===== src/rtl/fft_bitrev_reader.sv =====
// Unload controller for the 64-word FFT result RAM: issues natural or bit-reversed
// read addresses and realigns the RAM's two-cycle read data with RDY/FIRST strobes.
module fft_bitrev_reader #(
    parameter int nb = 16
) (
    input  logic          CLK,
    input  logic          RST,
    input  logic          ED,
    input  logic          START,
    input  logic          BITREV,
    output logic          RAM_ED,
    output logic          RAM_WE,
    output logic [5:0]    RAM_ADDR,
    input  logic [nb-1:0] RAM_DO,
    output logic [nb-1:0] DOUT,
    output logic          RDY,
    output logic          FIRST,
    output logic          BUSY
);

    typedef enum logic [1:0] {IDLE, ISSUE, DRAIN} state_t;

    state_t     state;
    logic [5:0] cnt;
    logic       mode;
    logic       drain_cnt;
    logic [2:0] vpipe;
    logic [2:0] fpipe;
    logic [5:0] cnt_rev;

    assign RAM_ED = ED;
    assign RAM_WE = 1'b0;
    assign BUSY   = (state != IDLE);
    assign RDY    = vpipe[2];
    assign FIRST  = fpipe[2];

    always_comb begin
        cnt_rev = '0;
        for (int i = 0; i < 6; i++) begin
            cnt_rev[i] = cnt[5-i];
        end
    end

    assign RAM_ADDR = (state == ISSUE) ? (mode ? cnt_rev : cnt) : 6'd0;

    // A START seen at the last address or during drain restarts issue without a gap.
    always_ff @(posedge CLK or posedge RST) begin
        if (RST) begin
            state     <= IDLE;
            cnt       <= '0;
            mode      <= 1'b0;
            drain_cnt <= 1'b0;
        end else if (ED) begin
            case (state)
                IDLE: begin
                    if (START) begin
                        state <= ISSUE;
                        cnt   <= '0;
                        mode  <= BITREV;
                    end
                end
                ISSUE: begin
                    if (cnt == 6'd63) begin
                        cnt <= '0;
                        if (START) begin
                            mode <= BITREV;
                        end else begin
                            state     <= DRAIN;
                            drain_cnt <= 1'b0;
                        end
                    end else begin
                        cnt <= cnt + 6'd1;
                    end
                end
                DRAIN: begin
                    if (START) begin
                        state <= ISSUE;
                        cnt   <= '0;
                        mode  <= BITREV;
                    end else if (drain_cnt) begin
                        state <= IDLE;
                    end else begin
                        drain_cnt <= 1'b1;
                    end
                end
                default: state <= IDLE;
            endcase
        end
    end

    always_ff @(posedge CLK or posedge RST) begin
        if (RST) begin
            vpipe <= '0;
            fpipe <= '0;
            DOUT  <= '0;
        end else if (ED) begin
            vpipe <= {vpipe[1:0], (state == ISSUE)};
            fpipe <= {fpipe[1:0], (state == ISSUE) && (cnt == 6'd0)};
            if (vpipe[1]) begin
                DOUT <= RAM_DO;
            end
        end
    end

endmodule


===== config.mk =====
export PLATFORM = sky130hd
export DESIGN_NAME = fft_bitrev_reader
export DESIGN_NICKNAME = d
export VERILOG_FILES = /design/src/rtl/fft_bitrev_reader.sv
export SDC_FILE = /design/constraint.sdc
export NUM_CORES = 1
export LEC_CHECK = 0
export CORE_UTILIZATION = 25
export DETAILED_ROUTE_END_ITERATION = 7
export DONT_BUFFER_PORTS = 1
export HOLD_SLACK_MARGIN = 0.06
export SLEW_MARGIN = 20
export SYNTH_ARGS = -nofsm -noshare
export SYNTH_HDL_FRONTEND = slang
export SYNTH_SLANG_ARGS = --single-unit

===== constraint.sdc =====
create_clock -name CLK -period 1.55 [get_ports CLK]
set_input_delay 0.31 -clock CLK [delete_from_list [all_inputs] [get_ports CLK]]
set_output_delay 0.31 -clock CLK [all_outputs]
set_load 0.1 [all_outputs]

==> impl_metrics.py <==
metrics = {
    "status": {
        "outcome": "finished with violations",
        "violations": "setup timing",
    },
    "grt": {
        "grt_util_all_layers": 0.103,
        "grt_max_degree": 33,
        "grt_pass1_wl_um": 4970,
        "gr-total-overflow": 0,
        "grt_pass1_vias": 1031,
        "antenna_found_initial": 0,
    },
    "timing": {
        "maxSlewViolCount": 0,
        "setup_viol": 6,
        "finalCritPeriodShare": 1.06,
        "finalSetupTns_ns": -0.431,
        "hold_viol": 0,
        "setup_slack_ns": -0.0943,
        "layout_min_cycle_time_ns": 1.64,
        "fmax_mhz": 608,
        "rsz0062_at_grt": "true",
        "finClkSkew_ns": 0.00604,
    },
    "floorplanning": {
        "initial_core_util": 0.258,
        "core_area_um2": 5890,
        "pin_count": 48,
        "die_h_um": 79.9,
        "placementRows": 28,
        "dieArea_um2": 6390,
        "chipWidth_um": 79.9,
    },
    "routing": {
        "vias_per_cell": 4.43,
        "drtIter0Drc": 59,
        "postRouteAntennaNets": 0,
        "drc": 0,
        "first_pass_iters": 4,
        "wl_per_cell_um": 12.8,
        "totalWireLength_um": 3060,
        "via_count": 1058,
    },
    "worst_hold_path": {
        "min_to": "state[0]$_DFFE_PP0P_",
        "hold_depth": 1,
        "holdCritPathClass": "input pin to flip-flop",
        "min_from": "ED",
    },
    "setup_path": {
        "r2r_slack_ns": 0.11,
        "r2r-end": "mode$_DFFE_PP0P_",
        "crit_path_max_incr_delay_ns": 0.50,
        "critPathSlowestCell": "dfrtp_2",
        "reg2reg_depth": 5,
        "critPathRequiredTime_ns": 1.24,
        "cpLargestDelayFamily": "flip-flops",
        "startpoint_type": "flip-flop",
        "crit_path_max_fanout": 7,
        "crit_path_end_kind": "output pin",
        "r2r-start": "cnt[0]$_DFFE_PP0P_",
        "cp.arrival_ns": 1.33,
        "path_class": "flip-flop to output pin",
        "worstPathCellList": "mux2i_1, nor2_4, buf_12",
        "crit_buf_inv": 1,
    },
    "clock_network": {
        "tritoncts": "built",
        "cts.sinks": 32,
        "clk_pin_slew_ns": 0.07,
        "cts_root_buf": "clkbuf_8",
        "clock_latency_ns": 0.28,
        "h-tree-depth": 2,
        "cts_buffers": 5,
        "ctsLongestPathBuffers": 2,
    },
    "power": {
        "power.density_nw_per_um2": 2060,
        "p_sw_frac": 0.476,
        "p_int_uw": 2250,
        "sequentialPowerShare": 0.267,
        "p_sw_uw": 2050,
        "p_leak_uw": 0.000909,
        "clkPwrFrac": 0.184,
        "pwr-share-comb": 0.549,
        "ir_drop_uv": 1020,
    },
    "synthesis": {
        "synth_cell_type_count": 35,
        "ys_dominant_reg_cell": "dfrtp_1",
        "async_flop_share": 1.00,
        "synth_edf_count": 0,
        "ys_ff_latch": 32,
        "syn_area_per_cell_um2": 11.5,
        "synth_area_um2": 1520,
        "ys_seq_area_frac": 0.527,
        "ys_warn_count": 0,
        "synthCells": 132,
        "synth_nets": 155,
    },
    "place": {
        "gp_congestion": 0.749,
        "place.detailed.hpwl_um": 2110,
        "io_buffers": 0,
        "pre_cts_ws_ns": 0.106,
    },
    "layout": {
        "diodes": 0,
        "nNetsFinal": 186,
        "areaGrowthSynthToFinish_pct": 37.3,
        "drive_above_1_share": 0.512,
    },
    "run": {
        "max_cap_violations": 0,
    },
}
worst max-delay path by stage:
stage / depth (start not counted) / start / to / slack (ns)
after floorplan: 3 / state[0]$_DFFE_PP0P_ / RAM_ADDR[0] / 0.03
after global placement: 5 / cnt[0]$_DFFE_PP0P_ / mode$_DFFE_PP0P_ / 0.14
after detailed placement: 5 / cnt[0]$_DFFE_PP0P_ / mode$_DFFE_PP0P_ / 0.11
after CTS: 3 / mode$_DFFE_PP0P_ / RAM_ADDR[5] / -0.1
after global routing: 3 / mode$_DFFE_PP0P_ / RAM_ADDR[4] / -0.16
final: 3 / mode$_DFFE_PP0P_ / RAM_ADDR[1] / -0.09
worst reg2reg max path: stages (launching register included):
cell and delay [ns]:
dfrtp_1 0.36, ha_1 0.17, and3_4 0.20, nand4_2 0.12, a21oi_2 0.16, mux2_1 0.32
kinds of logic after synthesis:
family,count (synthesis),share of synthesized area
adder cells (fa/ha/maj),2,0.0165
buffers and inverters,17,0.0527
multiplexers,27,0.195
AO/OA/AOI/OAI,18,0.0774
flip-flops,32,0.527
AND/OR/NAND/NOR,32,0.111
other,1,0.00247
XOR/XNOR,3,0.0173
synth_stat cells (2+ instances only):
library cell,count,share of area
buf_4,3,0.015
nand2_1,8,0.020
a21oi_1,3,0.0099
mux2_2,20,0.15
clkbuf_2,2,0.0066
xor2_1,3,0.017
nand3_1,3,0.0099
dfrtp_1,32,0.53
nor2_1,10,0.025
or2_2,2,0.0082
mux2i_1,6,0.040
buf_2,2,0.0066
inv_1,8,0.020
clkbuf_1,2,0.0049
ha_1,2,0.016
o21ai_0,6,0.020
o211ai_1,2,0.0099
what timing repair did:
action / in CTS / in global routing
pin swaps: 2 / 0
hold endpoints to repair: 32 / 0
resized for setup: 7 / 3
hold buffers: 1 / 0
setup endpoints to repair: 7 / 6
buffers inserted: 1 / 0
layout make-up:
class / count / area (um^2)
Sequential cell: 32 / 805
Multi-Input combinational cell: 83 / 712
Clock inverter: 2 / 35.0
Fill cell: 607 / 3800
Inverter: 8 / 30.0
Tap cell: 75 / 93.8
Timing Repair Buffer: 33 / 338
Clock buffer: 6 / 72.6
sequential cells by signal (all words and copies together), names as in the netlist:
signal / flops
DOUT: 16
cnt: 6
drain_cnt: 1
fpipe: 3
mode: 1
state: 2
vpipe: 3
per-layer routing:
layer  share of wire  GRT usage  vias to the layer above
li1                -          -                      508
met1            0.47      0.137                      519
met2            0.48      0.155                       27
met3           0.045     0.0331                        4
met4          0.0088     0.0393                        0
met5               0          0                        -
through the flow:
step	hold WS [ns]	instances	utilization	area (um^2)	total power (uW)
after global placement	0.315	229	0.329	1940	3460
final	0.107	239	0.354	2090	4300
after CTS	0.0915	239	0.352	2070	4320
after detailed placement	0.322	229	0.329	1940	3480
after global routing	0.0899	239	0.354	2090	4500
after floorplan	0.426	132	-	1570	2840
power by group through the flow:
stage	clock network [uW]	logic [uW]	registers [uW]
after floorplan	0	1270	1560
final	790	2360	1150
after detailed placement	0	2340	1150
after global placement	0	2330	1140
after CTS	824	2350	1140
after global routing	861	2470	1170
layout by cell type, fill, tap and decap left out, drive strengths merged:
cell / count
clkbuf: 6
or2: 2
nor2: 10
ha: 2
dfrtp: 32
mux2: 21
and3: 1
o21ai: 8
nand3: 3
a32o: 1
nand2b: 1
conb: 1
nand4: 2
o31ai: 1
a21oi: 4
xor2: 3
a22o: 1
buf: 32
nand2: 9
nor2b: 2
and4: 1
inv: 8
mux2i: 6
dlygate4sd3: 1
nor4: 1
o31a: 1
clkinv: 1
bufinv: 1
o211ai: 2
Note: power is estimated with default switching activity, not from simulation.
